`src/rtl/spi_mem_bridge_pkg.sv`:
```
// Shared definitions for the SPI flash memory bridge: state encoding,
// flash window defaults and the word returned on a timed-out access.
package spi_bridge_pkg;

    localparam logic [31:0] FLASH_BASE_DEF     = 32'h2000_0000;
    localparam int          FLASH_AW_DEF       = 22;
    localparam int          TIMEOUT_CYCLES_DEF = 20000;
    localparam logic [31:0] ERR_WORD           = 32'hDEAD_BEEF;

    typedef enum logic [2:0] {
        ST_IDLE     = 3'd0,
        ST_ISSUE    = 3'd1,
        ST_WAIT_LOW = 3'd2,
        ST_WAIT_HI  = 3'd3,
        ST_RESP     = 3'd4
    } state_t;

endpackage

```
`src/rtl/spi_mem_bridge_if.sv`:
```
// Bus bundles for the bridge: the CPU request/ack port and the
// start/ready port towards the SPI flash controller.
interface spi_bridge_cpu_if;
    logic        cpu_req;
    logic        cpu_we;
    logic [31:0] cpu_addr;
    logic [31:0] cpu_wdata;
    logic        cpu_ack;
    logic        cpu_err;
    logic [31:0] cpu_rdata;

    modport master (output cpu_req, cpu_we, cpu_addr, cpu_wdata,
                    input  cpu_ack, cpu_err, cpu_rdata);
    modport slave  (input  cpu_req, cpu_we, cpu_addr, cpu_wdata,
                    output cpu_ack, cpu_err, cpu_rdata);
endinterface

interface spi_bridge_spi_if;
    logic        spi_start;
    logic        spi_we;
    logic [31:0] spi_addr;
    logic [31:0] spi_wdata;
    logic [31:0] spi_rd;
    logic        spi_ready;

    modport master (output spi_start, spi_we, spi_addr, spi_wdata,
                    input  spi_rd, spi_ready);
    modport slave  (input  spi_start, spi_we, spi_addr, spi_wdata,
                    output spi_rd, spi_ready);
endinterface

```
`src/rtl/spi_mem_bridge_timer.sv`:
```
// Loadable down-counter used as a transaction watchdog. Expired is high
// whenever the count sits at zero; the count never wraps below zero.
module spi_bridge_timer #(
    parameter int W = 16
) (
    input  logic         CLK,
    input  logic         reset,
    input  logic         i_clear,
    input  logic         i_load,
    input  logic [W-1:0] i_load_val,
    input  logic         i_en,
    output logic         o_expired
);

    logic [W-1:0] r_count;

    // Count register: clear beats load, load beats the enabled count-down.
    // NOTE: clocked blocks use non-blocking assignments so every register samples pre-edge values.
    always_ff @(posedge CLK or posedge reset) begin
        if (reset) begin
            r_count <= '0;
        end else if (i_clear) begin
            r_count <= '0;
        end else if (i_load) begin
            r_count <= i_load_val;
        end else if (i_en && (r_count != '0)) begin
            r_count <= r_count - W'(1);
        end
    end

    assign o_expired = (r_count == '0);

endmodule

```
`src/rtl/spi_mem_bridge.sv`:
```
// Memory-stage front end for the SPI flash controller: decodes the flash
// window, serves repeated reads from a one-entry buffer and otherwise runs
// one SPI transaction per request, guarded by a watchdog timeout.
module spi_mem_bridge
    import spi_bridge_pkg::*;
#(
    parameter logic [31:0] FLASH_BASE     = FLASH_BASE_DEF,
    parameter int          FLASH_AW       = FLASH_AW_DEF,
    parameter int          TIMEOUT_CYCLES = TIMEOUT_CYCLES_DEF
) (
    input  logic             CLK,
    input  logic             reset,
    spi_bridge_cpu_if.slave  cpu,
    spi_bridge_spi_if.master spi,
    output logic             busy
);

    localparam int TMR_W = $clog2(TIMEOUT_CYCLES + 1);

    state_t      r_state;
    state_t      w_next_state;

    logic        r_buf_valid;
    logic [31:0] r_buf_tag;
    logic [31:0] r_buf_data;

    logic        r_spi_we;
    logic [31:0] r_spi_addr;
    logic [31:0] r_spi_wdata;
    logic [31:0] r_op_addr;
    logic        r_err;
    logic [31:0] r_rdata;

    logic        w_in_win;
    logic        w_misaligned;
    logic        w_reject;
    logic        w_hit;
    logic        w_accept;
    logic        w_done;
    logic        w_timeout;
    logic        w_expired;
    logic [23:0] w_offset;

    logic        w_ack;
    logic        w_start;
    logic        w_busy;
    logic        w_tmr_load;
    logic        w_tmr_en;

    assign w_in_win     = (cpu.cpu_addr[31:FLASH_AW] == FLASH_BASE[31:FLASH_AW]);
    assign w_misaligned = (cpu.cpu_addr[1:0] != 2'b00);
    assign w_reject     = !w_in_win || w_misaligned;
    assign w_hit        = !cpu.cpu_we && r_buf_valid && (r_buf_tag == cpu.cpu_addr);
    assign w_offset     = 24'(cpu.cpu_addr[FLASH_AW-1:0]);
    assign w_accept     = (r_state == ST_IDLE) && cpu.cpu_req;
    // Completion takes priority over a watchdog expiry in the same cycle.
    assign w_done       = (r_state == ST_WAIT_HI) && spi.spi_ready;
    assign w_timeout    = ((r_state == ST_WAIT_LOW) || (r_state == ST_WAIT_HI))
                          && w_expired && !w_done;

    // Watchdog: loaded on issue, counts down while waiting on the controller.
    spi_bridge_timer #(.W(TMR_W)) u_timer (
        .CLK        (CLK),
        .reset      (reset),
        .i_clear    (w_ack),
        .i_load     (w_tmr_load),
        .i_load_val (TMR_W'(TIMEOUT_CYCLES - 1)),
        .i_en       (w_tmr_en),
        .o_expired  (w_expired)
    );

    // State register.
    always_ff @(posedge CLK or posedge reset) begin
        if (reset) begin
            r_state <= ST_IDLE;
        end else begin
            r_state <= w_next_state;
        end
    end

    // Next-state logic; WAIT_LOW waits out a stale ready from the last transfer.
    // NOTE: default assignment first, so no path leaves the signal unassigned and infers a latch.
    always_comb begin
        w_next_state = r_state;
        case (r_state)
            ST_IDLE: begin
                if (cpu.cpu_req) begin
                    w_next_state = (w_reject || w_hit) ? ST_RESP : ST_ISSUE;
                end
            end
            ST_ISSUE:    w_next_state = ST_WAIT_LOW;
            ST_WAIT_LOW: begin
                if (w_expired) begin
                    w_next_state = ST_RESP;
                end else if (!spi.spi_ready) begin
                    w_next_state = ST_WAIT_HI;
                end
            end
            ST_WAIT_HI: begin
                if (spi.spi_ready || w_expired) begin
                    w_next_state = ST_RESP;
                end
            end
            ST_RESP:     w_next_state = ST_IDLE;
            default:     w_next_state = ST_IDLE;
        endcase
    end

    // State-decoded strobes: start pulse, ack pulse, watchdog control, busy.
    always_comb begin
        w_ack      = 1'b0;
        w_start    = 1'b0;
        w_tmr_load = 1'b0;
        w_tmr_en   = 1'b0;
        w_busy     = (r_state != ST_IDLE);
        case (r_state)
            ST_ISSUE: begin
                w_start    = 1'b1;
                w_tmr_load = 1'b1;
            end
            ST_WAIT_LOW, ST_WAIT_HI: w_tmr_en = 1'b1;
            ST_RESP:                 w_ack    = 1'b1;
            default: ;
        endcase
    end

    // Request latching on acceptance and response capture on completion or timeout.
    always_ff @(posedge CLK or posedge reset) begin
        if (reset) begin
            r_spi_we    <= 1'b0;
            r_spi_addr  <= '0;
            r_spi_wdata <= '0;
            r_op_addr   <= '0;
            r_err       <= 1'b0;
            r_rdata     <= '0;
        end else begin
            if (w_accept) begin
                if (w_reject) begin
                    r_err   <= 1'b1;
                    r_rdata <= '0;
                end else if (w_hit) begin
                    r_err   <= 1'b0;
                    r_rdata <= r_buf_data;
                end else begin
                    r_spi_we    <= cpu.cpu_we;
                    r_spi_addr  <= {8'h00, w_offset};
                    r_spi_wdata <= cpu.cpu_wdata;
                    r_op_addr   <= cpu.cpu_addr;
                end
            end
            if (w_done) begin
                r_err   <= 1'b0;
                r_rdata <= r_spi_we ? '0 : spi.spi_rd;
            end else if (w_timeout) begin
                r_err   <= 1'b1;
                r_rdata <= ERR_WORD;
            end
        end
    end

    // Single-entry read buffer: filled by successful reads, written through by matching writes.
    // NOTE: only the valid bit matters functionally; tag and data are reset with it since the entry is tiny.
    always_ff @(posedge CLK or posedge reset) begin
        if (reset) begin
            r_buf_valid <= 1'b0;
            r_buf_tag   <= '0;
            r_buf_data  <= '0;
        end else if (w_done) begin
            if (!r_spi_we) begin
                r_buf_valid <= 1'b1;
                r_buf_tag   <= r_op_addr;
                r_buf_data  <= spi.spi_rd;
            end else if (r_buf_valid && (r_buf_tag == r_op_addr)) begin
                r_buf_data  <= r_spi_wdata;
            end
        end
    end

    assign cpu.cpu_ack   = w_ack;
    assign cpu.cpu_err   = r_err;
    assign cpu.cpu_rdata = r_rdata;
    assign spi.spi_start = w_start;
    assign spi.spi_we    = r_spi_we;
    assign spi.spi_addr  = r_spi_addr;
    assign spi.spi_wdata = r_spi_wdata;
    assign busy          = w_busy;

endmodule

```
`src/flat_wrapper.sv`:
```
// flat-port wrapper written by rule: the top's interface ports become plain ports
module spi_mem_bridge_flat import spi_bridge_pkg::*;
#(
    parameter logic [31:0] FLASH_BASE     = FLASH_BASE_DEF,
    parameter int          FLASH_AW       = FLASH_AW_DEF,
    parameter int          TIMEOUT_CYCLES = TIMEOUT_CYCLES_DEF
)
  (CLK, reset, busy, cpu_cpu_req, cpu_cpu_we, cpu_cpu_addr, cpu_cpu_wdata, cpu_cpu_ack, cpu_cpu_err, cpu_cpu_rdata, spi_spi_start, spi_spi_we, spi_spi_addr, spi_spi_wdata, spi_spi_rd, spi_spi_ready);
  spi_bridge_cpu_if cpu_i ();
  spi_bridge_spi_if spi_i ();
  input  logic CLK;
  input  logic reset;
  output logic busy;
  input wire logic [$bits(cpu_i.cpu_req)-1:0] cpu_cpu_req;
  input wire logic [$bits(cpu_i.cpu_we)-1:0] cpu_cpu_we;
  input wire logic [$bits(cpu_i.cpu_addr)-1:0] cpu_cpu_addr;
  input wire logic [$bits(cpu_i.cpu_wdata)-1:0] cpu_cpu_wdata;
  output wire logic [$bits(cpu_i.cpu_ack)-1:0] cpu_cpu_ack;
  output wire logic [$bits(cpu_i.cpu_err)-1:0] cpu_cpu_err;
  output wire logic [$bits(cpu_i.cpu_rdata)-1:0] cpu_cpu_rdata;
  output wire logic [$bits(spi_i.spi_start)-1:0] spi_spi_start;
  output wire logic [$bits(spi_i.spi_we)-1:0] spi_spi_we;
  output wire logic [$bits(spi_i.spi_addr)-1:0] spi_spi_addr;
  output wire logic [$bits(spi_i.spi_wdata)-1:0] spi_spi_wdata;
  input wire logic [$bits(spi_i.spi_rd)-1:0] spi_spi_rd;
  input wire logic [$bits(spi_i.spi_ready)-1:0] spi_spi_ready;
  assign cpu_i.cpu_req = cpu_cpu_req;
  assign cpu_i.cpu_we = cpu_cpu_we;
  assign cpu_i.cpu_addr = cpu_cpu_addr;
  assign cpu_i.cpu_wdata = cpu_cpu_wdata;
  assign cpu_cpu_ack = cpu_i.cpu_ack;
  assign cpu_cpu_err = cpu_i.cpu_err;
  assign cpu_cpu_rdata = cpu_i.cpu_rdata;
  assign spi_spi_start = spi_i.spi_start;
  assign spi_spi_we = spi_i.spi_we;
  assign spi_spi_addr = spi_i.spi_addr;
  assign spi_spi_wdata = spi_i.spi_wdata;
  assign spi_i.spi_rd = spi_spi_rd;
  assign spi_i.spi_ready = spi_spi_ready;
  spi_mem_bridge #(.FLASH_BASE(FLASH_BASE), .FLASH_AW(FLASH_AW), .TIMEOUT_CYCLES(TIMEOUT_CYCLES)) u_core (.CLK(CLK), .reset(reset), .cpu(cpu_i), .spi(spi_i), .busy(busy));
endmodule
```
`config.mk`:
```
export PLATFORM = sky130hd
export DESIGN_NAME = spi_mem_bridge_flat
export DESIGN_NICKNAME = d
export VERILOG_FILES = /design/src/rtl/spi_mem_bridge_pkg.sv /design/src/rtl/spi_mem_bridge_if.sv /design/src/rtl/spi_mem_bridge_timer.sv /design/src/rtl/spi_mem_bridge.sv /design/src/flat_wrapper.sv
export SDC_FILE = /design/constraint.sdc
export NUM_CORES = 1
export LEC_CHECK = 0
export ABC_AREA = 1
export BUFFER_PORTS_ARGS = -buffer_cell sky130_fd_sc_hd__buf_2
export CAP_MARGIN = 20
export CORE_MARGIN = 2
export CORE_UTILIZATION = 55
export DETAILED_ROUTE_END_ITERATION = 16
export GPL_ROUTABILITY_DRIVEN = 0
export PLACE_DENSITY = 0.86
export SLEW_MARGIN = 10
export SYNTH_ARGS = -nofsm -noshare
export SYNTH_HDL_FRONTEND = slang
export SYNTH_SLANG_ARGS = --single-unit
```
`constraint.sdc`:
```
create_clock -name CLK -period 7.3 [get_ports CLK]
set_input_delay 1.095 -clock CLK [delete_from_list [all_inputs] [get_ports CLK]]
set_output_delay 1.095 -clock CLK [all_outputs]
set_load 0.01 [all_outputs]
```
==> metrics <==
worst clock skew=0.00807 ns; clk_lat worst skew=0.43 ns; final worst slack=3.84 ns; number of setup buffers added after CTS=0; mux cell area share after synthesis=0.905%; # clock sinks=181; syn avg cell area=7.36 um^2; via count=9127; Tmin final=3.46 ns; Congestion Overflow GR=0; Placed Instances=1696; Synth area leaders=dfrtp_1 (46%), nand2_1 (18%), nand3_1 (7.0%), inv_1 (6.1%), o21ai_0 (4.1%); PD cells=183 mW/mm^2; hold bufs inserted after CTS=0; WS Path Type=in -> reg; initial core utilization=55.8%; first-pass GRT wire length=41000 um; top-count cell post-synth=nand2_1; Die Ht=139 um; Most used DFF post-synth=dfrtp_1; Gate Count Post-Synth=1353; area delta synth->final=14.3%; setup TNS=0 ns; CTS tree=done; Rows=49; Tcrit/Tclk final=47.4%; worst slew pin tran=1.02 ns; ANT nets after route=0; class of the worst hold path=reg -> reg; compound-cell area share of the yosys netlist=7.42%; Synthesis Warnings=0; GR Util All Layers=26.3%; initial DRC count=983; deepest clock path buffer count=2; max_slew headroom=31.6%; # H-tree levels=4; largest family of logic cells by synthesized area=simple AND/OR/NAND/NOR gates; Logic pwr share=6.3%; largest area contributor in the netlist=dfrtp_1; drt first pass iters=6; Reg power frac=48.6%; P_sw=480 uW; CP Launch Type=primary input; Switching Share=23.1%; sequential fraction of the synthesis area=45.5%; Simple-Gate Fraction of Synth Area=31.0%; die area=0.0192 mm^2; utilization after layout=63.7%; final WL=25300 um; port bufs=191; Critical Path Fanout Max=90; crit end category=flop; die width=139 um; # setup viols final=0; top-area cell type share of the netlist area=45.5%; RSZ-0062 raised after global routing=false; vias per cell=5.28; Post-Synth XOR/XNOR Area=2.99%; Max Slew Vio Count=0; critical path arrival=3.77 ns; Post-Layout Cell Count=1730; fmax=289 MHz; Root Driver=clkbuf_16; Clock Power Share=45.1%; Post-synth EDFFs=0; final hold vios=0; Post-CTS Resized=0; largest net degree at the start of global routing=119; pre-CTS setup slack=3.48 ns; residual DRC count=0; post-synthesis instance area=0.00995 mm^2; fraction of registers with async set/reset=100%; Adder-Cell Fraction of Synth Area=0.126%; # Max-Cap Violations=0; cell-internal power=1600 uW; synth cell count leaders=nand2_1 (472), dfrtp_1 (181), inv_1 (161); dpl hpwl=18300 um; wire length per cell=14.6 um; critical path required time=7.62 ns; status=finished, final reports clean; IO Count=202; post-synthesis register bit count=181; Inserted Clock Buffers=17; leak pwr=0.00666 uW; initial antenna violation count=1; clock-pin slew on the worst setup and hold paths=0.06 ns; share of cells above drive strength 1=17.2%; post-synth cell types=38; nets=1590; vias in the first global route=8394; core area=0.0178 mm^2; Final Power=2080 uW; Max VDD drop=0.171 mV
## metal layers
metal  up-vias  global-route usage [%]  share of wire (%)
met2       348                    40.9                 47
met4         0                    11.7                3.7
li1       4467                       -                  -
met3        67                    5.75                6.6
met5         -                       0                  0
met1      4245                    35.6                 43
## cell type report
| cell class | count | area [um^2] |
|---|---|---|
| Fill cell | 1549 | 6470 |
| Tap cell | 229 | 287 |
| Clock inverter | 12 | 155 |
| Multi-Input combinational cell | 920 | 4270 |
| Sequential cell | 181 | 4530 |
| Inverter | 172 | 653 |
| Clock buffer | 19 | 443 |
| Antenna cell | 1 | 2.50 |
| Timing Repair Buffer | 196 | 1030 |
## worst paths after layout
kind | slack (ns) | startpoint | cells past startpoint | endpoint
min in group asynchronous | 0.81 | reset | 2 | u_core.spi.spi_wdata[25]
worst min-delay path | 0.48 | u_core.r_buf_valid | 2 | u_core.r_buf_valid
max in group asynchronous | 5.29 | reset | 4 | u_core.r_buf_data[28]
worst min register to register | 0.48 | u_core.r_buf_valid | 2 | u_core.r_buf_valid
worst max-delay path | 3.84 | spi_spi_ready | 7 | u_core.r_buf_data[13]
worst max register to register | 3.96 | u_core.r_state[2] | 7 | u_core.r_buf_data[13]
## cell families (layout without fill, tap and decap cells)
group | count (synthesis) | after routing
XOR/XNOR | 34 | 34
other | 1 | 11
adder cells (fa/ha/maj) | 1 | 1
flip-flops | 181 | 181
AND/OR/NAND/NOR | 728 | 728
AO/OA/AOI/OAI | 139 | 139
multiplexers | 8 | 8
buffers and inverters | 261 | 399
## layout by cell type (no fill, tap or decap), types with 3 or more instances in the layout
cell       netlist  final
o21ai_1         11     11
a21oi_1         24     24
xnor2_1         21     21
conb_1           1     10
inv_2           10     10
bufinv_16        0      3
nor3_2           4      4
nand3_1        139    139
clkinv_2         0      3
nand2_1        472    472
a31oi_1          3      3
nor3_1          16     16
o22ai_1         16     16
nor2_2           4      5
xor2_1          13     13
clkinv_4         0      3
buf_2           20    191
nand4_1          9      9
dfrtp_1        181    181
inv_1          161    160
o21ai_0         82     82
mux2_1           8      8
nor2_1          67     66
and2_1           4      4
clkbuf_16        0     17
buf_4           33      3
## worst max-delay path: stages
cell and delay (ns):
buf_2 0.12, nand2_2 0.48, inv_2 0.36, nand2_4 0.79, nand2_2 0.61, nand2_1 0.22, nand2_1 0.07
## sequential cells by signal, summed over array words and instances (netlist names)
signal / count
u_core.cpu.cpu_err: 1
u_core.cpu.cpu_rdata: 32
u_core.r_buf_data: 32
u_core.r_buf_tag: 32
u_core.r_buf_valid: 1
u_core.r_op_addr: 32
u_core.r_state: 3
u_core.spi.spi_wdata: 32
u_core.spi.spi_we: 1
u_core.u_timer.r_count: 15
## through the flow
stage	hold slack [ns]	cell area (um^2)
final	0.483	11400
after floorplan	0.445	9990
after detailed placement	0.470	10700
after CTS	0.486	11300
after global routing	0.521	11400
after global placement	0.463	10700
## power by group through the flow
stage / registers, uW / clock network [uW] / logic [uW]
finish: 1010 / 936 / 131
floorplan: 1030 / 0 / 76.7
detailed placement: 1030 / 0 / 127
CTS: 1010 / 947 / 128
global placement: 1030 / 0 / 126
global route: 1010 / 997 / 146
Note: power is estimated with default switching activity, not from simulation.
